--- src/rtl/atm_pkg.sv ---
// Shared definitions for the ATM PIN-entry slice: FSM state encoding,
// PIN geometry and default tuning constants.
package atm_pkg;

  localparam int PIN_DIGITS             = 4;
  localparam int PIN_BITS               = 4 * PIN_DIGITS;
  localparam int DEFAULT_MAX_ATTEMPTS   = 3;
  localparam int DEFAULT_TIMEOUT_CYCLES = 1000;

  typedef enum logic [2:0] {
    ST_IDLE,
    ST_COLLECT,
    ST_CHECK,
    ST_GRANTED,
    ST_LOCKED
  } pin_state_t;

  // A keypad code is a usable digit only when it is valid BCD.
  function automatic logic is_bcd(input logic [3:0] digit);
    return digit <= 4'd9;
  endfunction

endpackage

--- src/rtl/pin_timeout_counter.sv ---
// Inactivity timer: counts enabled cycles since the last restart and flags
// the cycle on which the count sits at TIMEOUT_CYCLES-1.
module pin_timeout_counter #(
  parameter int TIMEOUT_CYCLES = 1000
) (
  input  logic clk,
  input  logic reset,
  input  logic restart,
  input  logic enable,
  output logic expire
);

  localparam int CW = (TIMEOUT_CYCLES > 2) ? $clog2(TIMEOUT_CYCLES) : 1;
  localparam logic [CW-1:0] LAST = CW'(TIMEOUT_CYCLES - 1);

  logic [CW-1:0] count;

  // Count idle cycles; a restart always wins and the count saturates at LAST.
  // NOTE: sequential state uses non-blocking assignments so every register
  // samples pre-edge values regardless of statement order.
  always_ff @(posedge clk or negedge reset) begin
    if (!reset) begin
      count <= '0;
    end else if (restart) begin
      count <= '0;
    end else if (enable && (count != LAST)) begin
      count <= count + 1'b1;
    end
  end

  // The expiry flag is suppressed in a cycle that also restarts the timer.
  assign expire = enable && !restart && (count == LAST);

endmodule

--- src/rtl/pin_entry.sv ---
// PIN entry controller: collects four BCD digits from a keypad, checks them
// against the card PIN, grants access, counts retries and retains the card
// after too many wrong entries. All outputs are registered.
module pin_entry
  import atm_pkg::*;
#(
  parameter int MAX_ATTEMPTS   = DEFAULT_MAX_ATTEMPTS,
  parameter int TIMEOUT_CYCLES = DEFAULT_TIMEOUT_CYCLES
) (
  input  logic                clk,
  input  logic                reset,
  input  logic                cardIn,
  input  logic                key_valid,
  input  logic [3:0]          key_digit,
  input  logic                key_clear,
  input  logic                key_enter,
  input  logic [PIN_BITS-1:0] stored_pin,
  output logic                pin_valid,
  output logic                pin_fail,
  output logic                timeout,
  output logic                card_retained,
  output logic [1:0]          attempts_left,
  output logic [2:0]          digit_count,
  output logic                busy
);

  localparam logic [2:0] FULL_COUNT = 3'(PIN_DIGITS);
  localparam logic [1:0] MAX_TRIES  = 2'(MAX_ATTEMPTS);

  pin_state_t          state;
  logic [PIN_BITS-1:0] buffer;
  logic                key_event;
  logic                timer_enable;
  logic                timer_restart;
  logic                timer_expire;
  logic                card_pulled;

  assign key_event     = key_valid | key_clear | key_enter;
  assign timer_enable  = (state == ST_COLLECT);
  // Any state other than COLLECT holds the timer at zero, so entering
  // COLLECT always starts a fresh idle window.
  assign timer_restart = !timer_enable || key_event;
  assign card_pulled   = !cardIn &&
                         ((state == ST_COLLECT) || (state == ST_CHECK) ||
                          (state == ST_GRANTED));

  pin_timeout_counter #(
    .TIMEOUT_CYCLES(TIMEOUT_CYCLES)
  ) u_timer (
    .clk    (clk),
    .reset  (reset),
    .restart(timer_restart),
    .enable (timer_enable),
    .expire (timer_expire)
  );

  // Main controller FSM with registered outputs.
  // NOTE: the digit buffer is reset along with the control state so a stale
  // PIN can never be compared after reset.
  always_ff @(posedge clk or negedge reset) begin
    if (!reset) begin
      state         <= ST_IDLE;
      buffer        <= '0;
      pin_valid     <= 1'b0;
      pin_fail      <= 1'b0;
      timeout       <= 1'b0;
      card_retained <= 1'b0;
      attempts_left <= '0;
      digit_count   <= '0;
      busy          <= 1'b0;
    end else begin
      pin_fail <= 1'b0;
      timeout  <= 1'b0;

      if (card_pulled) begin
        state       <= ST_IDLE;
        busy        <= 1'b0;
        buffer      <= '0;
        digit_count <= '0;
        pin_valid   <= 1'b0;
      end else begin
        unique case (state)
          ST_IDLE: begin
            if (cardIn) begin
              state         <= ST_COLLECT;
              busy          <= 1'b1;
              buffer        <= '0;
              digit_count   <= '0;
              attempts_left <= MAX_TRIES;
            end
          end

          ST_COLLECT: begin
            if (key_clear) begin
              buffer      <= '0;
              digit_count <= '0;
            end else if (key_enter) begin
              if (digit_count == FULL_COUNT) state <= ST_CHECK;
            end else if (key_valid) begin
              if (is_bcd(key_digit) && (digit_count < FULL_COUNT)) begin
                buffer      <= {buffer[PIN_BITS-5:0], key_digit};
                digit_count <= digit_count + 3'd1;
              end
            end else if (timer_expire) begin
              state       <= ST_IDLE;
              busy        <= 1'b0;
              timeout     <= 1'b1;
              buffer      <= '0;
              digit_count <= '0;
            end
          end

          ST_CHECK: begin
            if (buffer == stored_pin) begin
              state     <= ST_GRANTED;
              pin_valid <= 1'b1;
            end else if (attempts_left > 2'd1) begin
              state         <= ST_COLLECT;
              attempts_left <= attempts_left - 2'd1;
              pin_fail      <= 1'b1;
              buffer        <= '0;
              digit_count   <= '0;
            end else begin
              state         <= ST_LOCKED;
              attempts_left <= '0;
              card_retained <= 1'b1;
            end
          end

          ST_GRANTED, ST_LOCKED: begin
            // Hold: keypad ignored, only card removal (GRANTED) or reset exits.
          end

          default: begin
            state <= ST_IDLE;
            busy  <= 1'b0;
          end
        endcase
      end
    end
  end

endmodule
--- config.mk ---
export PLATFORM = sky130hd
export DESIGN_NAME = pin_entry
export DESIGN_NICKNAME = d
export VERILOG_FILES = /design/src/rtl/atm_pkg.sv /design/src/rtl/pin_timeout_counter.sv /design/src/rtl/pin_entry.sv
export SDC_FILE = /design/constraint.sdc
export NUM_CORES = 1
export LEC_CHECK = 0
export BUFFER_PORTS_ARGS = -buffer_cell sky130_fd_sc_hd__buf_4
export CORE_ASPECT_RATIO = 2
export CORE_MARGIN = 8
export CORE_UTILIZATION = 45
export CTS_CLUSTER_SIZE = 40
export DETAILED_ROUTE_END_ITERATION = 8
export PLACE_DENSITY = 0.66
export SLEW_MARGIN = 20
export SYNTH_ARGS = -nofsm -noshare
export SYNTH_HDL_FRONTEND = slang
export SYNTH_SLANG_ARGS = --single-unit
export TNS_END_PERCENT = 100
--- constraint.sdc ---
create_clock -name clk -period 2.3 [get_ports clk]
set_clock_uncertainty 0.15 [all_clocks]
set_input_delay 0.115 -clock clk [delete_from_list [all_inputs] [get_ports clk]]
set_output_delay 0.115 -clock clk [all_outputs]
set_load 0.005 [all_outputs]
Word level (Yosys, flattened, before mapping) --
Index checks and enable logic that the tools add are counted. Widths: inputs -> output; s select.
Word-level totals: register bits after elaboration 39, output and inout port bits 10, logic and storage cells 126
Cells by class: $add $sub $neg 3, order comparisons 3, equal/unequal tests 25, multiplexer cells 55, bitwise operators 5, reductions and logical operators 25
Operators by type and width (count):
- $mux 16 | 9
- $mux 3 | 17
- $pmux 16 s3 | 1
- $mux 10 | 2
- $mux 1 | 19
- $eq 16x16->1 | 1
- $ne 3x2->1 const B | 4
- $pmux 3 s4 | 1
- $reduce_and 6->1 | 2
- $add 10x1->10 const B | 1
- $eq 10x10->1 const B | 1
- $ne 10x10->1 const B | 1
- $ne 5x3->1 const B | 2
- $pmux 3 s3 | 1
- $ne 4x2->1 const B | 2
- $ne 4x3->1 const B | 2
- $reduce_and 4->1 | 2
- $reduce_bool 2->1 | 4
- $reduce_and 7->1 | 1
- $eq 3x2->1 const B | 2
- $eq 3x3->1 const B | 2
- $mux 2 | 3
- $ne 2x2->1 const B | 3
- $ne 3x3->1 const B | 2
- other kinds (20) | 31

Logic depth before layout (Yosys ltp) --
depth in word-level cells 12, gate-level depth with buffers 9, mapped depth without buffers 8

Hierarchy --
A second synthesis with hierarchy kept.
Second synthesis, totals: cells, all modules 251, area, all modules 2341.0 µm²
Modules (own cells, without submodules):
- pin_entry | times used 1, cells an instance 188, area an instance 1739.2 µm², seq. area each 725.7 µm²
- pin_timeout_counter | times used 1, cells an instance 63, area an instance 601.8 µm², seq. area each 250.2 µm²

Worst setup path before layout --
No wires, ideal clock.
kind register to register, start register u_timer.count[0], end register buffer[10], arrival time 1705 ps, required time 2027 ps, slack 323 ps, cell stages (with the launch flop) 10, buffers on the path 2, period minus slack after synthesis 1977 ps, cells stage by stage dfrtp_1 > ha_1 > nand4b_1 > nor3_4 > and2b_4 > o211a_4 > nand2b_2 > buf_6 > buf_12 > mux2i_1
On the way: word-level cells in the longest chain between the ends 4
Ends and longest elaborated chain:
- from (decl) | line pin_timeout_counter.sv:16 | logic [CW-1:0] count;
- from (signal assigned) | line pin_timeout_counter.sv:27 | count <= count + 1'b1;
- $eq 10x10->1 | line pin_timeout_counter.sv:32 | assign expire = enable && !restart && (count == LAST);
- $logic_and 1x1->1 | line pin_timeout_counter.sv:32
- $ne 5x3->1 (no line)
- $reduce_and 7->1 (no line)
- to (signal assigned) | line pin_entry.sv:101 | buffer <= {buffer[PIN_BITS-5:0], key_digit};
- to (decl) | line pin_entry.sv:31 | logic [PIN_BITS-1:0] buffer;
No other way between the ends. A chain may end at the register's enable or synchronous reset.

Final worst setup path --
start register buffer[5], end register attempts_left[1]
On the way: word-level cells in the longest chain between the ends 3
Ends and longest elaborated chain:
- $eq 16x16->1 | line pin_entry.sv:114 | if (buffer == stored_pin) begin
- $ne 2x2->1 (no line)
- $reduce_and 4->1 (no line)
- to (signal assigned) | line pin_entry.sv:119 | attempts_left <= attempts_left - 2'd1;
- to (decl) | line pin_entry.sv:22 | output logic [1:0] attempts_left,
No other way between the ends.

==> run_results.csv <==
group,metric,value,unit
place,numPortBuffers,35,
logic_synthesis,synth_top_cell_by_area,"dfrtp_1",
logic_synthesis,synth_top_flop_cell,"dfrtp_1",
drt,drt-wirelength-per-cell,14.51,um
cts,cts-root-buf,"clkbuf_8",
pwr,p_seq_share,50.1,%
place,placed_area,2515,sq um
finish,antennaDiodeCount,0,
min_path,whs_path_depth,3,
cts,numCtsBuffers,5,
logic_synthesis,netlist_instances,221,
worst_setup_path,cp-end-kind,"register",
logic_synthesis,yosys.cell_types.count,52,
die,die_height,114,um
logic_synthesis,ys_seq_elements,39,
sta,period_needed,2.153,ns
finish,finalNonFillerCells,326,
die,fp.coreArea,4598,sq um
pwr,power_frac_comb,22.2,%
pwr,power.switching,0.4038,mW
min_path,hp-start,"key_enter",
worst_setup_path,start_kind,"register",
drt,dr.pass1.iters,4,
cts,cts_max_level,2,
worst_setup_path,critical_path_required,2.35,ns
logic_synthesis,synth_area_leaders,"dfrtp_1, mux2i_1, xor2_1, nand2_1, inv_1",
global_route,grt_max_degree,40,
global_route,grt_pass1_wl,8.135,mm
sta,setup_viol,0,
sta,hold_viol,0,
sta,timing.hold.ws,0.04825,ns
logic_synthesis,syn-num-nets,250,
min_path,worstHoldEndpoint,"state[1]",
worst_setup_path,crit_family,"simple AND/OR/NAND/NOR gates",
cts,cts_tree,"yes",
finish,syn2layout_area_growth,24.38,%
logic_synthesis,async_reset_ff_share,100.0,%
worst_setup_path,crit_arrival,2.20,ns
die,die_area,7410,sq um
drt,drt-initial-drc-count,94,
worst_setup_path,critPathKind,"reg2reg",
die,start_util,46.99,%
worst_setup_path,timing.rr.start,"buffer[5]",
place,dp_hpwl,3.507,mm
global_route,grt_pass1_vias,1858,
sta,timing.final.crit_share,93.61,%
place,gp_congestion,0.8052,
pwr,leakage,1.249,nW
sta,relSlewSlack,66.89,%
cts,cts_num_sinks,39,
drt,vias,1731,
run,drv_cap,0,
pwr,swShare,26.90,%
finish,finalInstanceArea,2688,sq um
sta,fmax,464.4,MHz
worst_setup_path,reg2reg_to,"attempts_left[1]",
global_route,overflow,0,
sta,worst_pin_slew,0.4967,ns
finish,n_fill_cell,400,
pwr,clockPowerShare,27.7,%
drt,via_per_inst,5.310,
worst_setup_path,cp_num_buf_inv,2,
logic_synthesis,ys_seq_area_share,45.17,%
cts,clockBufferDepth,2,
sta,rsz0062_at_grt,"false",
die,io_pins,36,
cts,clock_latency,0.28,ns
worst_setup_path,max_stage_delay,0.41,ns
outcome,status,"completed",
drt,wl,4.729,mm
min_path,hp-class,"in2reg",
logic_synthesis,synth_edf_count,0,
logic_synthesis,avgSynthCellArea,9.777,sq um
worst_setup_path,slowest_stage,"dfrtp_1",
drt,drcViolationCount,0,
worst_setup_path,critPathMaxFanout,3,
sta,slew_viol_final,0,
finish,drive_above_1_share,25.46,%
global_route,grt.total_usage,13.54,%
logic_synthesis,syn-cell-area,2161,sq um
worst_setup_path,reg2reg_depth,8,
pwr,p_int,1.097,mW
pwr,max-vdd-ir-drop,411.3,uV
worst_setup_path,reg2reg_slack,0.15,ns
worst_setup_path,path_cells,"xor2_1 -> nor4_2 -> nand4_1 -> buf_4 -> nor4_2 -> buf_4 -> nor4_1 -> o21ai_0",
cts,clk_pin_slew,0.07,ns
die,row_count,35,
die,die_x,65,um
logic_synthesis,ys_warn_count,0,
drt,drtAntennaViolNets,0,
global_route,antenna_found_initial,0,
pwr,p_per_area,558.6,nW/um^2
logic_synthesis,synth_top_cell_area_share,45.17,%
finish,final_net_count,301,
place,dp_cells,312,
how the worst max path moves through the flow:
stage                           startpoint                to  slack (ns)  depth (start not counted)
after detailed placement         buffer[1]         buffer[3]       -0.02                          7
after CTS                        buffer[1]         buffer[3]         0.1                          7
after global placement           buffer[1]         buffer[1]        0.04                          7
after floorplan           u_timer.count[0]        buffer[10]        0.32                          9
after global routing             buffer[5]         buffer[3]        0.03                          7
final                            buffer[5]  attempts_left[1]        0.15                          8
synth_stat cells (2+ instances only):
library cell	instances
inv_1	22
xor2_1	20
a21oi_1	6
nand4_1	2
nand2_1	29
clkbuf_1	2
nand2b_1	2
nor2_1	11
nor2b_1	2
or3_1	3
buf_2	3
or2_2	2
nor4_1	5
mux2i_1	19
dfrtp_1	39
o21ai_0	9
nand3_1	3
ha_1	3
nor3_1	6
metal layers:
metal	global-route usage, %	routed length (um)	vias up
li1	-	-	845
met1	14.42	1895	837
met2	23.63	2502	38
met3	3.435	217	11
met4	6.891	114	0
met5	0	0	-
cells by family after synthesis:
| family | share of synthesized area, % |
|---|---|
| adders and majority gates | 2.201 |
| xor gates and xnor gates | 8.107 |
| DFF | 45.17 |
| muxes | 8.801 |
| and+or+nand+nor | 19.57 |
| buffers and inverters | 6.659 |
| AOI/OAI and AO/OA | 9.497 |
worst min-delay path: cells and delay by family:
| kind | cells | cell delay (ns) |
|---|---|---|
| buffers and inverters | 1 | 0.11 |
| AO/OA/AOI/OAI | 2 | 0.20 |
cell type report:
cell class | count | area, sq um | share of cell area (%)
Inverter | 23 | 86.33 | 3.212
Tap cell | 55 | 68.82 | 2.561
Multi-Input combinational cell | 151 | 1066 | 39.66
Sequential cell | 39 | 975.9 | 36.31
Clock buffer | 6 | 72.57 | 2.700
Timing Repair Buffer | 52 | 417.9 | 15.55
through the flow:
| step | setup slack [ns] | util (%) | setup TNS, ns | power (mW) |
|---|---|---|---|---|
| floorplan | 0.3226 | - | 0 | 0.9477 |
| global placement | 0.04355 | 54.69 | 0 | 1.087 |
| detailed placement | -0.02071 | 54.69 | -0.02071 | 1.089 |
| CTS | 0.09885 | 57.71 | 0 | 1.521 |
| global route | 0.03074 | 58.45 | 0 | 1.574 |
| finish | 0.1469 | 58.45 | 0 | 1.501 |
state kept, by name, summed over array words and instances, names as in the netlist:
name / flops
buffer: 16
u_timer.count: 10
digit_count: 3
state: 3
attempts_left: 2
busy: 1
card_retained: 1
pin_fail: 1
pin_valid: 1
timeout: 1
timing repair:
item | CTS | global route
resized for setup | 1 | 3
pin swaps | 0 | 2
setup buffers | 0 | 2
endpoints found under the hold margin | 45 | 0
setup endpoints to repair | 7 | 10
hold buffers | 6 | 0
placed cells by master, fill, tap and decap left out, types with 2 or more instances in the layout:
cell type,instances
nand4_1,2
nand2_1,29
nand2b_1,2
xor2_1,20
nor2_1,11
ha_1,3
nor3_1,6
mux2i_1,19
buf_4,45
clkbuf_8,5
inv_1,22
nor4_2,5
or2_2,2
or3_1,3
o21ai_0,9
nand3_1,3
dlygate4sd3_1,6
nor2b_1,2
dfrtp_1,39
a21oi_1,6
power groups by stage:
stage               clock network, mW  registers (mW)  logic, mW
finish                          0.415           0.753      0.333
global route                    0.455           0.757      0.362
CTS                             0.435           0.752      0.334
detailed placement                  0           0.765      0.324
global placement                    0           0.765      0.323
floorplan                           0           0.756      0.192
(Power assumes the default switching activity.)
